File: config.mk
export PLATFORM = sky130hd
export DESIGN_NAME = ram_frame_loader
export DESIGN_NICKNAME = d
export VERILOG_FILES = /design/src/rtl/ram_frame_loader.sv
export SDC_FILE = /design/constraint.sdc
export NUM_CORES = 1
export LEC_CHECK = 0
export CORE_ASPECT_RATIO = 2
export CORE_MARGIN = 2
export CORE_UTILIZATION = 50
export DETAILED_ROUTE_END_ITERATION = 10
export HOLD_SLACK_MARGIN = 0.03
export PLACE_DENSITY_LB_ADDON = 0.05
export SYNTH_ARGS = -nofsm -noshare
export SYNTH_HDL_FRONTEND = slang
export SYNTH_SLANG_ARGS = --single-unit
File: constraint.sdc
create_clock -name CLK_ -period 5.3 [get_ports CLK_]
set_clock_uncertainty 0.05 [all_clocks]
set_input_delay 1.06 -clock CLK_ [delete_from_list [all_inputs] [get_ports CLK_]]
set_output_delay 1.06 -clock CLK_ [all_outputs]
set_load 0.01 [all_outputs]
File: src/rtl/ram_frame_loader.sv
// ram_frame_loader: turns a byte stream into sequential 4-word RAM frame writes,
// issues RAM clear strobes and reports per-frame done/checksum/count.
module ram_frame_loader #(
    parameter int WORDS  = 4,
    parameter int ADDR_W = 2,
    parameter int DATA_W = 8
) (
    input  logic              CLK_,
    input  logic              CLR,
    input  logic              start,
    input  logic              clr_req,
    input  logic              in_valid,
    input  logic [DATA_W-1:0] in_data,
    output logic              in_ready,
    output logic              ram_we,
    output logic [ADDR_W-1:0] ram_addr,
    output logic [DATA_W-1:0] ram_data,
    output logic              ram_clr,
    output logic              busy,
    output logic              frame_done,
    output logic [DATA_W-1:0] checksum,
    output logic [7:0]        frame_count
);
    typedef enum logic [1:0] {IDLE, LOAD, DONE, CLEAR} state_t;
    localparam logic [ADDR_W-1:0] LAST = ADDR_W'(WORDS - 1);
    state_t state, state_nxt;
    logic [ADDR_W-1:0] idx;
    logic accept, restart;
    always_comb begin
        in_ready   = (state == LOAD) && !clr_req;
        busy       = state != IDLE;
        frame_done = state == DONE;
        accept     = in_valid && in_ready;
        restart    = (state == IDLE && start && !clr_req) || state == CLEAR;
        state_nxt  = state;
        case (state)
            IDLE:    state_nxt = clr_req ? CLEAR : start ? LOAD : IDLE;
            LOAD:    state_nxt = clr_req ? CLEAR : (accept && idx == LAST) ? DONE : LOAD;
            default: state_nxt = IDLE;
        endcase
    end
    // Write and clear strobes are registered so the RAM sees one clean cycle per command
    always_ff @(posedge CLK_ or negedge CLR) begin
        if (!CLR) begin
            state       <= IDLE;
            idx         <= '0;
            ram_we      <= 1'b0;
            ram_addr    <= '0;
            ram_data    <= '0;
            ram_clr     <= 1'b0;
            checksum    <= '0;
            frame_count <= '0;
        end else begin
            state   <= state_nxt;
            ram_we  <= accept;
            ram_clr <= state_nxt == CLEAR;
            if (accept) begin
                ram_addr <= idx;
                ram_data <= in_data;
                checksum <= checksum + in_data;
                idx      <= idx + 1'b1;
            end
            if (restart) begin
                idx      <= '0;
                checksum <= '0;
            end
            if (state == LOAD && state_nxt == DONE) frame_count <= frame_count + 8'd1;
        end
    end
endmodule
-- Word level (Yosys, flattened, before mapping)
Cells that the tools add are included.
W data, S select, Z words.
- input port bits: 13
- register bits after elaboration: 32
- $add $sub $neg: 3
- eq/ne operators: 6
- multiplexer cells: 9
- reductions and logical operators: 11
- operator list (kind ; count):
    $mux W8 ; 2
    $eq A2 B2 Y1 const B ; 5
    $mux W2 ; 5
    $add A8 B1 Y8 const B ; 1
    $add A8 B8 Y8 ; 1
    $logic_and A1 B1 Y1 ; 6
    $pmux W2 S2 ; 1
    $reduce_bool A2 Y1 ; 2
    $add A2 B1 Y2 const B ; 1
    $eq A2 B1 Y1 const B ; 1
    $logic_not A2 Y1 ; 1
    $logic_not A1 Y1 ; 1
    $logic_or A1 B1 Y1 ; 1
    $mux W1 ; 1

-- Depth between registers and ports, before layout
Gate-level depths: netlist (run 1).
- depth after elaboration: 9
- mapped depth: 7
- gate-level depth less buffers: 7

-- Worst setup path before layout (run 1)
OpenSTA, ideal clock, no wires.
- kind: input port to flip-flop
- start: input in_data[0]
- end: register checksum[6]
- path buffers: 0
- stages: 7
- arrival time: 2349 ps
- data required time: 5127 ps
- setup time: 123 ps
- setup slack: 2778 ps
- cell sequence: ha_1 fa_1 a21o_1 a21o_1 and3_1 o21ai_0 nand2_1
- cells in the longest elaborated chain, start to end: 3
- ends and longest elaborated chain (what ; line ; text):
    start: declaration ; 13 ; input logic [DATA_W-1:0] in_data,
    $add A8 B8 Y8 ; 60 ; checksum <= checksum + in_data;
    $mux W8 ; 57 ; if (accept) begin
    $mux W8 ; 63 ; if (restart) begin
    end signal: assignment ; 60 ;
    end: declaration ; 21 ; output logic [DATA_W-1:0] checksum,
Every way passes these cells. The select of a mux whose other input is x is not followed.
A chain may end at the register's enable or synchronous reset.

-- Worst setup path in the final report (run 1)
- start: input clr_req
- end: output in_ready
- cells in the longest elaborated chain, start to end: 2
- ends and longest elaborated chain (what ; line ; text):
    start: declaration ; 11 ; input logic clr_req,
    $logic_not A1 Y1 ; 30 ; in_ready = (state == LOAD) && !clr_req;
    $logic_and A1 B1 Y1 ; 30 ;
    end: declaration ; 14 ; output logic in_ready,
Every way passes these cells.

==> results of run 1 <==
final timing paths:
| check | from | to | slack, ps | depth (start not counted) |
|---|---|---|---|---|
| max | clr_req | in_ready | 1810 | 3 |
| min | frame_count[7]$_DFFE_PN0P_ | frame_count[7]$_DFFE_PN0P_ | 440 | 1 |
| max reg2reg | checksum[2]$_DFFE_PN0P_ | checksum[7]$_DFFE_PN0P_ | 3320 | 6 |
| min reg2reg | frame_count[7]$_DFFE_PN0P_ | frame_count[7]$_DFFE_PN0P_ | 440 | 1 |
| max in group asynchronous | CLR | checksum[6]$_DFFE_PN0P_ | 3770 | 2 |
| min in group asynchronous | CLR | ram_data[1]$_DFFE_PN0P_ | 1130 | 2 |
cells in the final DEF (no fill, tap or decap), types with 2 or more instances in the layout:
| cell | synthesis | layout |
|---|---|---|
| o21ai_0 | 4 | 4 |
| xnor2_1 | 6 | 6 |
| a21o_1 | 2 | 2 |
| ha_1 | 9 | 9 |
| a31oi_1 | 2 | 2 |
| o211ai_1 | 2 | 2 |
| and3_1 | 2 | 2 |
| dfrtp_1 | 32 | 32 |
| clkinv_2 | 0 | 2 |
| a22o_1 | 7 | 7 |
| mux2_2 | 11 | 11 |
| clkbuf_8 | 0 | 6 |
| nand4_1 | 3 | 3 |
| nor2b_1 | 4 | 4 |
| a21oi_1 | 6 | 6 |
| clkdlybuf4s50_1 | 0 | 43 |
| inv_1 | 4 | 4 |
| nand2_1 | 8 | 8 |
| nor2_1 | 6 | 6 |
| xor2_1 | 5 | 5 |
per-layer routing:
metal / share of wire [%] / vias to the layer above
li1: - / 575
met5: 0 / -
met2: 57 / 26
met1: 37 / 591
met3: 4.9 / 2
met4: 0.71 / 0
stage by stage:
stage	power (W)	hold WS, ps	cells	utilization, %	setup WS, ps
final	0.0007314	442.0	213	68.32	1806
after global routing	0.0007759	471.0	213	68.32	1696
after CTS	0.0007422	440.6	213	68.32	1801
after detailed placement	0.0005458	427.9	205	65.36	1815
after global placement	0.0005383	415.0	205	65.36	1854
after floorplan	0.0004316	436.0	134	-	2778
kinds of logic (layout without fill, tap and decap cells):
logic type	after synthesis	after routing	share of synthesized area [%]
AOI/OAI and AO/OA	27	27	11.79
xor gates and xnor gates	11	11	6.053
adders and majority gates	10	10	8.334
buffers and inverters	8	56	2.751
DFF	32	32	50.31
muxes	12	12	8.412
and+or+nand+nor	34	34	12.34
layout make-up:
cell class | count | share of cell area [%]
clock inverter | 2 | 0.4695
multi-input combinational | 94 | 35.04
sequential | 32 | 37.56
inverter | 4 | 0.7042
timing repair buffer | 44 | 20.54
clock buffer | 6 | 3.873
tap | 31 | 1.819
registers in the layout (all words and copies together) (netlist names):
name,count
state,2
ram_we,1
ram_clr,1
idx,2
frame_count,8
ram_addr,2
ram_data,8
checksum,8
where the power goes:
group / leakage [nW] / total [W] / switching (W) / internal, W
combinational: 0.525 / 0.000226 / 0.0000955 / 0.000131
clock: 0.0510 / 0.000193 / 0.0000896 / 0.000104
sequential: 0.417 / 0.000312 / 0.0000294 / 0.000283
==> impl_results.md, run 1 <==
* GRT met3 Usage at 5.628%
* ANT nets after route at 0
* Clk Latency, worst-skew pair at 280 ps
* Die area at 0.003678 mm2
* Final Hold Vio Count at 0
* Num rows at 29
* RSZ-0062 raised after global routing: no
* CTS Root Cell: clkbuf_8
* Kind of critical path: in -> out
* Static leakage at 0.9925 nW
* CTS tree: built
* Area occupied by multi-input gates at 747.0 um2
* Port-buffer cells at 43
* Cts bufs inserted at 5
* Ys async rst share at 100.0%
* # fillers at 257
* Slowest cell on crit path: clkdlybuf4s50_1
* CP Max Fanout at 6
* Vias in the first global route at 1263
* Tmin final at 3494 ps
* Largest net degree at the start of global routing at 33
* Clock slew at the register clock pins of the worst setup and hold paths at 70 ps
* Slew Viols, Final at 0
* Max-cap violations at 0
* Final worst path period share at 65.93%
* Crit path DAT at 2380 ps
* Design area at 0.002132 mm2
* Layout cells sized above 1 at 14.29%
* Post-synthesis cell count at 134
* Crit-path most repeated cell: clkdlybuf4s50_1
* Register area at 800.8 um2
* Synth area leader: dfrtp_1
* Most common library cells after synthesis: dfrtp_1 (32), mux2_2 (11), ha_1 (9)
* P&R area growth vs syn at 33.96%
* Initial antenna violation count at 0
* Synth cell types at 37
* Critical-path cell list: clkdlybuf4s50_1 -> nor3b_2 -> clkdlybuf4s50_1
* Cts repair resizes at 0
* Avg Cell Area, Syn at 11.88 um2
* Delay of the slowest critical-path stage at 570 ps
* Vias at 1194
* Worst EP required at 4190 ps
* Slew margin rel. at 35.27%
* Post-place instance area at 0.002039 mm2
* Cell area after synthesis at 0.001592 mm2
* Final Setup Violations at 0
* Hold Path Class: reg -> reg
* Setup crit end kind: primary output
* Pre-antenna DRT Iters at 3
* Syn Nets at 157
* Routability Congestion at 0.8064
* Global Route met1 Usage at 23.85%
* Nets at 204
* First-pass GRT wire length at 5678 um
* Gr ovfl total at 0
* Register area share after synthesis at 50.31%
* Top Usage Layer GRT: met2
* Starting Density at 51.00%
* Max H-tree Level at 2
* Worst Setup Start Kind: input port
* # IOs at 44
* CORE AREA at 0.003120 mm2
* Setup bufs post-CTS at 0
* Synth warn at 0
* Ant diodes at 0
* Drt drc at 0
* DP Wirelength at 2381 um
* Setup_tns at 0 ps
* Power density over cell area at 343.1 mW/mm2
* Die width at 43.90 um
* Status: completed
* Top cells by area, synth: dfrtp_1 (50%), mux2_2 (7.8%), ha_1 (7.1%)
* Worst vdd rail ir drop at 0.2550 mV
* Die H at 83.79 um
* Initial DRC count at 8
* Area share of the largest cell type after synthesis at 50.31%
* Met2 usage at 34.63%
* Main synth FF type: dfrtp_1
* Critical path's top delay family: buffers and inverters
* Worst Max-Slew Pin Slew at 966.4 ps
* Most frequent cell after synthesis: dfrtp_1
* Maximum clock path buffer count at 2
* Buf+Inv Stages, Crit Path at 2
* Gr usage total at 20.52%
* Clock sink count at 32
* #FFs+latches synth at 32
* Wire per inst at 15.22 um
* F_max at 286.2 MHz
* Via density at 5.606
* Hold buffer count at CTS at 0
* Post-synth EDFFs at 0
* DRT Wirelength at 3241 um
(Power assumes the default switching activity.)
==> run 2: changes to the inputs <==
- CORE_UTILIZATION: 50 -> 43
- clock period: 5.3 -> 3 ns (I/O delays scaled with it)
==> run 2 against run 1 <==
Register-to-register slack lost 2300 ps; power up 77%; clock power rose by 77%; via count grew 3.4%; routed wire length rose by 2.2%; clock-buffer cell count up 2; final area up 1.3%; sequential share of layout area fell by 0.48 points; first-iteration DRC count rose by 88%; global-route usage down 2.4 points; combinational power increased by 78%; sequential power is 77% higher.
==> impl_results.md, run 2 (synthesis gave the netlist of run 1 again) <==
* Largest registers: checksum (8), frame_count (8), ram_data (8)
* Vias at 1234 (+3.4%)
* Worst Setup Start Kind: input port
* Die area at 0.004233 mm2 (+15%)
* Layout cells sized above 1 at 13.66% (-0.62 points)
* Commonest non-fill, non-tap cell in the layout: clkdlybuf4s50_1
* Kind of critical path: in -> out
* Hold Crit Depth at 1 (unchanged)
* Hold buffer count at CTS at 0 (unchanged)
* Die width at 47.02 um (+7.1%)
* Setup_tns at 0 ps (unchanged)
* FF-to-FF Start: checksum[0]$_DFFE_PN0P_
* Cts repair resizes at 0 (unchanged)
* RSZ-0062 raised after global routing: no
* Hold Path Class: reg -> reg
* ANT nets after route at 0 (unchanged)
* # IOs at 44 (unchanged)
* Status: completed
* RR Endpoint: checksum[6]$_DFFE_PN0P_
* DP Wirelength at 2378 um (-0.13%)
* Final Hold Vio Count at 0 (unchanged)
* Die H at 90.04 um (+7.5%)
* Setup bufs post-CTS at 0 (unchanged)
* CTS tree: built
* Hold Path End: frame_count[7]$_DFFE_PN0P_
* Via density at 5.319 (-5.1%)
* Largest net degree at the start of global routing at 33 (unchanged)
* Slew margin rel. at 68.38% (+33 points)
* Power density over cell area at 600.6 mW/mm2 (+75%)
* Max-cap violations at 0 (unchanged)
* P&R area growth vs syn at 35.69%
* Num rows at 31 (+6.9%)
* Most frequent cells in the layout: clkdlybuf4s50_1 (43), dfrtp_1 (32), mux2_2 (11), ha_1 (9), nand2_1 (8)
* Gr ovfl total at 0 (unchanged)
* Final Setup Violations at 0 (unchanged)
* First-pass GRT wire length at 5589 um (-1.6%)
* Worst Max-Slew Pin Slew at 474.3 ps (-492.1 ps)
* CP Max Fanout at 6 (unchanged)
* # fillers at 319 (+24%)
* Clk Latency, worst-skew pair at 290 ps (about the same)
* Tmin final at 2559 ps
* Drt drc at 0 (unchanged)
* CORE AREA at 0.003568 mm2 (+14%)
* Routability Congestion at 0.7302 (-9.4%)
* Gr usage total at 18.16% (-2.4 points)
* Flop-to-flop setup slack at 1030 ps (-2290 ps)
* Crit path DAT at 1910 ps (-470 ps)
* Worst EP required at 2350 ps (-1840 ps)
* Final worst path period share at 85.28%
* Clock sink count at 32 (unchanged)
* F_max at 390.8 MHz
* Starting Density at 44.60% (-6.4 points)
* Worst Reg-to-Reg Cells at 7 (+1)
* Cts bufs inserted at 5 (unchanged)
* Hold path start: frame_count[7]$_DFFE_PN0P_
* Maximum clock path buffer count at 2 (unchanged)
* Max H-tree Level at 2 (unchanged)
* Wire per inst at 14.28 um (-6.2%)
* Worst vdd rail ir drop at 0.3831 mV (+50%)
* Final Util at 60.52% (-7.8 points)
* Pre-antenna DRT Iters at 4 (+1)
* Fin cells at 232 (+8.9%)
* Ant diodes at 0 (unchanged)
* Slew Viols, Final at 0 (unchanged)
* Port-buffer cells at 43 (unchanged)
* Setup crit end kind: primary output
* Placed insts at 224 (+9.3%)
* DRT Wirelength at 3312 um (+2.2%)
* Vias in the first global route at 1274 (+0.87%)
* Clock slew at the register clock pins of the worst setup and hold paths at 60 ps (about the same)
* CTS Root Cell: clkbuf_8
* Nets at 205 (+0.49%)
* Static leakage at 0.9916 nW (about the same)
* Initial antenna violation count at 0 (unchanged)
* Initial DRC count at 15 (+7)
run 2: cell types whose count changed in the layout (fill, tap and decap cells not counted), sizes merged:
cell    previous run  this run
buf                1         2
clkinv             2         0
clkbuf             6         8
run 2: worst max path at each step:
stage | slack [ps] | to | from
global placement | 410 | checksum[6]$_DFFE_PN0P_ | in_data[0]
global route | 390 | in_ready | clr_req
detailed placement | 390 | checksum[6]$_DFFE_PN0P_ | in_data[0]
floorplan | 940 | checksum[6]$_DFFE_PN0P_ | in_data[0]
finish | 440 | in_ready | clr_req
CTS | 440 | in_ready | clr_req
run 2: critical path: stages:
cell,delay [ps]
clkdlybuf4s50_1,500
nor3b_2,230
clkdlybuf4s50_1,570
run 2: final cells by class:
type	instances	area (um2)	share of cell area (%)
clock buffers	8	90.09	4.171
well taps	49	61.31	2.839
flip-flops and latches	32	800.8	37.08
repair buffers	45	445.4	20.63
inverters	4	15.01	0.6952
multi-input cells	94	747.0	34.59
run 2: metal layers:
metal | routed length, um | share of wire [%] | up-vias | GRT usage [%]
met4 | 77 | 2.3 | 0 | 8.333
li1 | - | - | 575 | -
met2 | 1812 | 55 | 33 | 30.14
met1 | 1288 | 39 | 618 | 20.08
met5 | 0 | 0 | - | 0
met3 | 133 | 4.0 | 8 | 5.020
run 2: power by group:
group	leakage, nW	switching, W	internal (W)
clock network	0.0455	0.000154	0.000187
registers	0.417	0.0000529	0.000500
logic	0.530	0.000171	0.000232
run 2: stage by stage:
stage / setup WS (ps) / instance area, um2 / total power (W) / hold WS (ps)
2_1_floorplan: 938.2 / 1592 / 0.0007625 / 254.4
3_3_place_gp: 406.8 / 2069 / 0.0009575 / 413.0
3_5_place_dp: 389.7 / 2069 / 0.0009657 / 413.9
4_1_cts: 440.0 / 2160 / 0.001313 / 427.4
5_1_grt: 392.5 / 2160 / 0.001379 / 453.6
6_report: 441.5 / 2160 / 0.001297 / 422.8
==> run 3: changes to the inputs <==
- RECOVER_POWER: default -> 25
==> run 3 against run 2 <==
The run now ends with max-capacitance violations, max-slew violations left; clock power about the same; die area unchanged; hold slack unchanged; clock-buffer cell count unchanged; final area decreased by 0.17%; first-iteration DRC count unchanged; register-to-register slack about the same; final cell count unchanged; combinational power about the same; global-route usage unchanged; largest cell class unchanged.
==> impl_results.md, run 3 (synthesis gave the netlist of run 1 again) <==
* Status: finished, violations left
* Failing checks: max-capacitance violations, max-slew violations
* CTS Root Cell: clkbuf_8
* Critical-path cell list: clkdlybuf4s50_1 -> nor3b_2 -> clkdlybuf4s50_1
* Setup bufs post-CTS at 0 (unchanged)
* Initial DRC count at 15 (unchanged)
* Worst Setup Start Kind: input port
* CP Max Fanout at 6 (unchanged)
* Via density at 5.319 (unchanged)
* CORE AREA at 0.003568 mm2 (unchanged)
* Die area at 0.004233 mm2 (unchanged)
* Power density over cell area at 601.3 mW/mm2 (+0.10%)
* CTS tree: built
* DRT Wirelength at 3311 um (about the same)
* Most frequent cells in the layout: clkdlybuf4s50_1 (42), dfrtp_1 (32), mux2_2 (11), ha_1 (9), nand2_1 (8)
* Crit path DAT at 1910 ps (about the same)
* Routability Congestion at 0.7302 (unchanged)
* Setup_tns at 0 ps (unchanged)
* Initial antenna violation count at 0 (unchanged)
* Static leakage at 0.9883 nW (-0.34%)
* Pre-antenna DRT Iters at 4 (unchanged)
* Kind of critical path: in -> out
* Placed insts at 224 (unchanged)
* Port-buffer cells at 43 (unchanged)
* First-pass GRT wire length at 5589 um (unchanged)
* Hold Path Class: reg -> reg
* Crit-path most repeated cell: clkdlybuf4s50_1
* Commonest non-fill, non-tap cell in the layout: clkdlybuf4s50_1
* Clock slew at the register clock pins of the worst setup and hold paths at 60 ps (about the same)
* Fin cells at 232 (unchanged)
* Clk Latency, worst-skew pair at 290 ps (about the same)
* Clock sink count at 32 (unchanged)
* Largest net degree at the start of global routing at 33 (unchanged)
* Num rows at 31 (unchanged)
* Nets at 205 (unchanged)
* Hold buffer count at CTS at 0 (unchanged)
* Cts repair resizes at 0 (unchanged)
* Slew margin rel. at -14.24% (-83 points)
* Starting Density at 44.60% (unchanged)
* Max H-tree Level at 2 (unchanged)
* Tmin final at 2559 ps (unchanged)
* ANT nets after route at 0 (unchanged)
* # IOs at 44 (unchanged)
* Crit. Startpoint: clr_req
* Largest registers: checksum (8), frame_count (8), ram_data (8)
* Layout cells sized above 1 at 13.11% (-0.55 points)
* Worst Reg-to-Reg Cells at 7 (unchanged)
* Worst EP required at 2350 ps (about the same)
* Worst Setup EP: in_ready
* Vias at 1234 (unchanged)
* Final Hold Vio Count at 0 (unchanged)
* Die H at 90.04 um (unchanged)
* Design area at 0.002156 mm2 (-0.17%)
* Worst vdd rail ir drop at 0.3830 mV (about the same)
* DP Wirelength at 2378 um (unchanged)
* RR Endpoint: checksum[6]$_DFFE_PN0P_
* Worst Max-Slew Pin Slew at 1714 ps (+1239 ps)
* Maximum clock path buffer count at 2 (unchanged)
* Slew Viols, Final at 33 (+33)
* Gr usage total at 18.16% (unchanged)
* Post-place instance area at 0.002069 mm2 (unchanged)
* Die width at 47.02 um (unchanged)
* Flop-to-flop setup slack at 1030 ps (about the same)
* Cts bufs inserted at 5 (unchanged)
* Wire per inst at 14.27 um (about the same)
* Gr ovfl total at 0 (unchanged)
* Drt drc at 0 (unchanged)
* FF-to-FF Start: checksum[0]$_DFFE_PN0P_
* Ant diodes at 0 (unchanged)
* P&R area growth vs syn at 35.46%
* F_max at 390.8 MHz (unchanged)
* Final Setup Violations at 0 (unchanged)
* Final worst path period share at 85.28% (unchanged)
* Setup crit end kind: primary output
* RSZ-0062 raised after global routing: no
* Vias in the first global route at 1274 (unchanged)
* Slowest cell on crit path: clkdlybuf4s50_1
* Max-cap violations at 1 (+1)
* Delay of the slowest critical-path stage at 570 ps (about the same)
-- run 3: changes by cell type in the layout (fill, tap and decap cells not counted) --
| cell | before | now |
|---|---|---|
| buf_4 | 2 | 1 |
| clkbuf_1 | 2 | 3 |
| clkdlybuf4s50_1 | 43 | 42 |
| dlygate4sd3_1 | 0 | 1 |
-- run 3: critical path: cells and delay by family --
family                 cells  cell delay [ps]
buffers and inverters      2             1070
and+or+nand+nor            1              230
-- run 3: through the flow --
step / hold slack (ps) / setup WS [ps] / util, % / total power, W
3_5_place_dp: 413.9 / 389.7 / 57.99 / 0.0009657
4_1_cts: 427.4 / 440.0 / 60.52 / 0.001313
5_1_grt: 453.6 / 277.2 / 60.41 / 0.001378
6_report: 422.8 / 441.5 / 60.41 / 0.001296
2_1_floorplan: 254.4 / 938.2 / - / 0.0007625
3_3_place_gp: 413.0 / 406.8 / 57.99 / 0.0009575
-- run 3: how the worst min path moves through the flow --
stage	startpoint	end	slack [ps]	depth (start not counted)
3_3_place_gp	frame_count[7]$_DFFE_PN0P_	frame_count[7]$_DFFE_PN0P_	410	1
3_5_place_dp	frame_count[7]$_DFFE_PN0P_	frame_count[7]$_DFFE_PN0P_	410	1
5_1_grt	frame_count[7]$_DFFE_PN0P_	frame_count[7]$_DFFE_PN0P_	450	1
6_report	frame_count[7]$_DFFE_PN0P_	frame_count[7]$_DFFE_PN0P_	420	1
2_1_floorplan	CLR	checksum[0]$_DFFE_PN0P_	250	0
4_1_cts	frame_count[7]$_DFFE_PN0P_	frame_count[7]$_DFFE_PN0P_	430	1
-- run 3: metal layers --
metal | wire length [um] | track usage, % | share of wire [%]
met1 | 1288 | 20.08 | 39
met2 | 1811 | 30.14 | 55
met3 | 132 | 5.020 | 4.0
met4 | 77 | 8.333 | 2.3
met5 | 0 | 0 | 0
-- run 3: area by class of cell --
type                       instances  area (um2)
inverter                           4       15.01
timing repair buffer              45       441.7
tap                               49       61.31
clock buffer                       8       90.09
fill                             320        1413
sequential                        32       800.8
multi-input combinational         94       747.0
-- run 3: power by group --
part           total, W  internal [W]  switching (W)
clock          0.000341      0.000187       0.000154
sequential     0.000553      0.000500      0.0000529
combinational  0.000402      0.000231       0.000171
total           0.00130      0.000918       0.000378
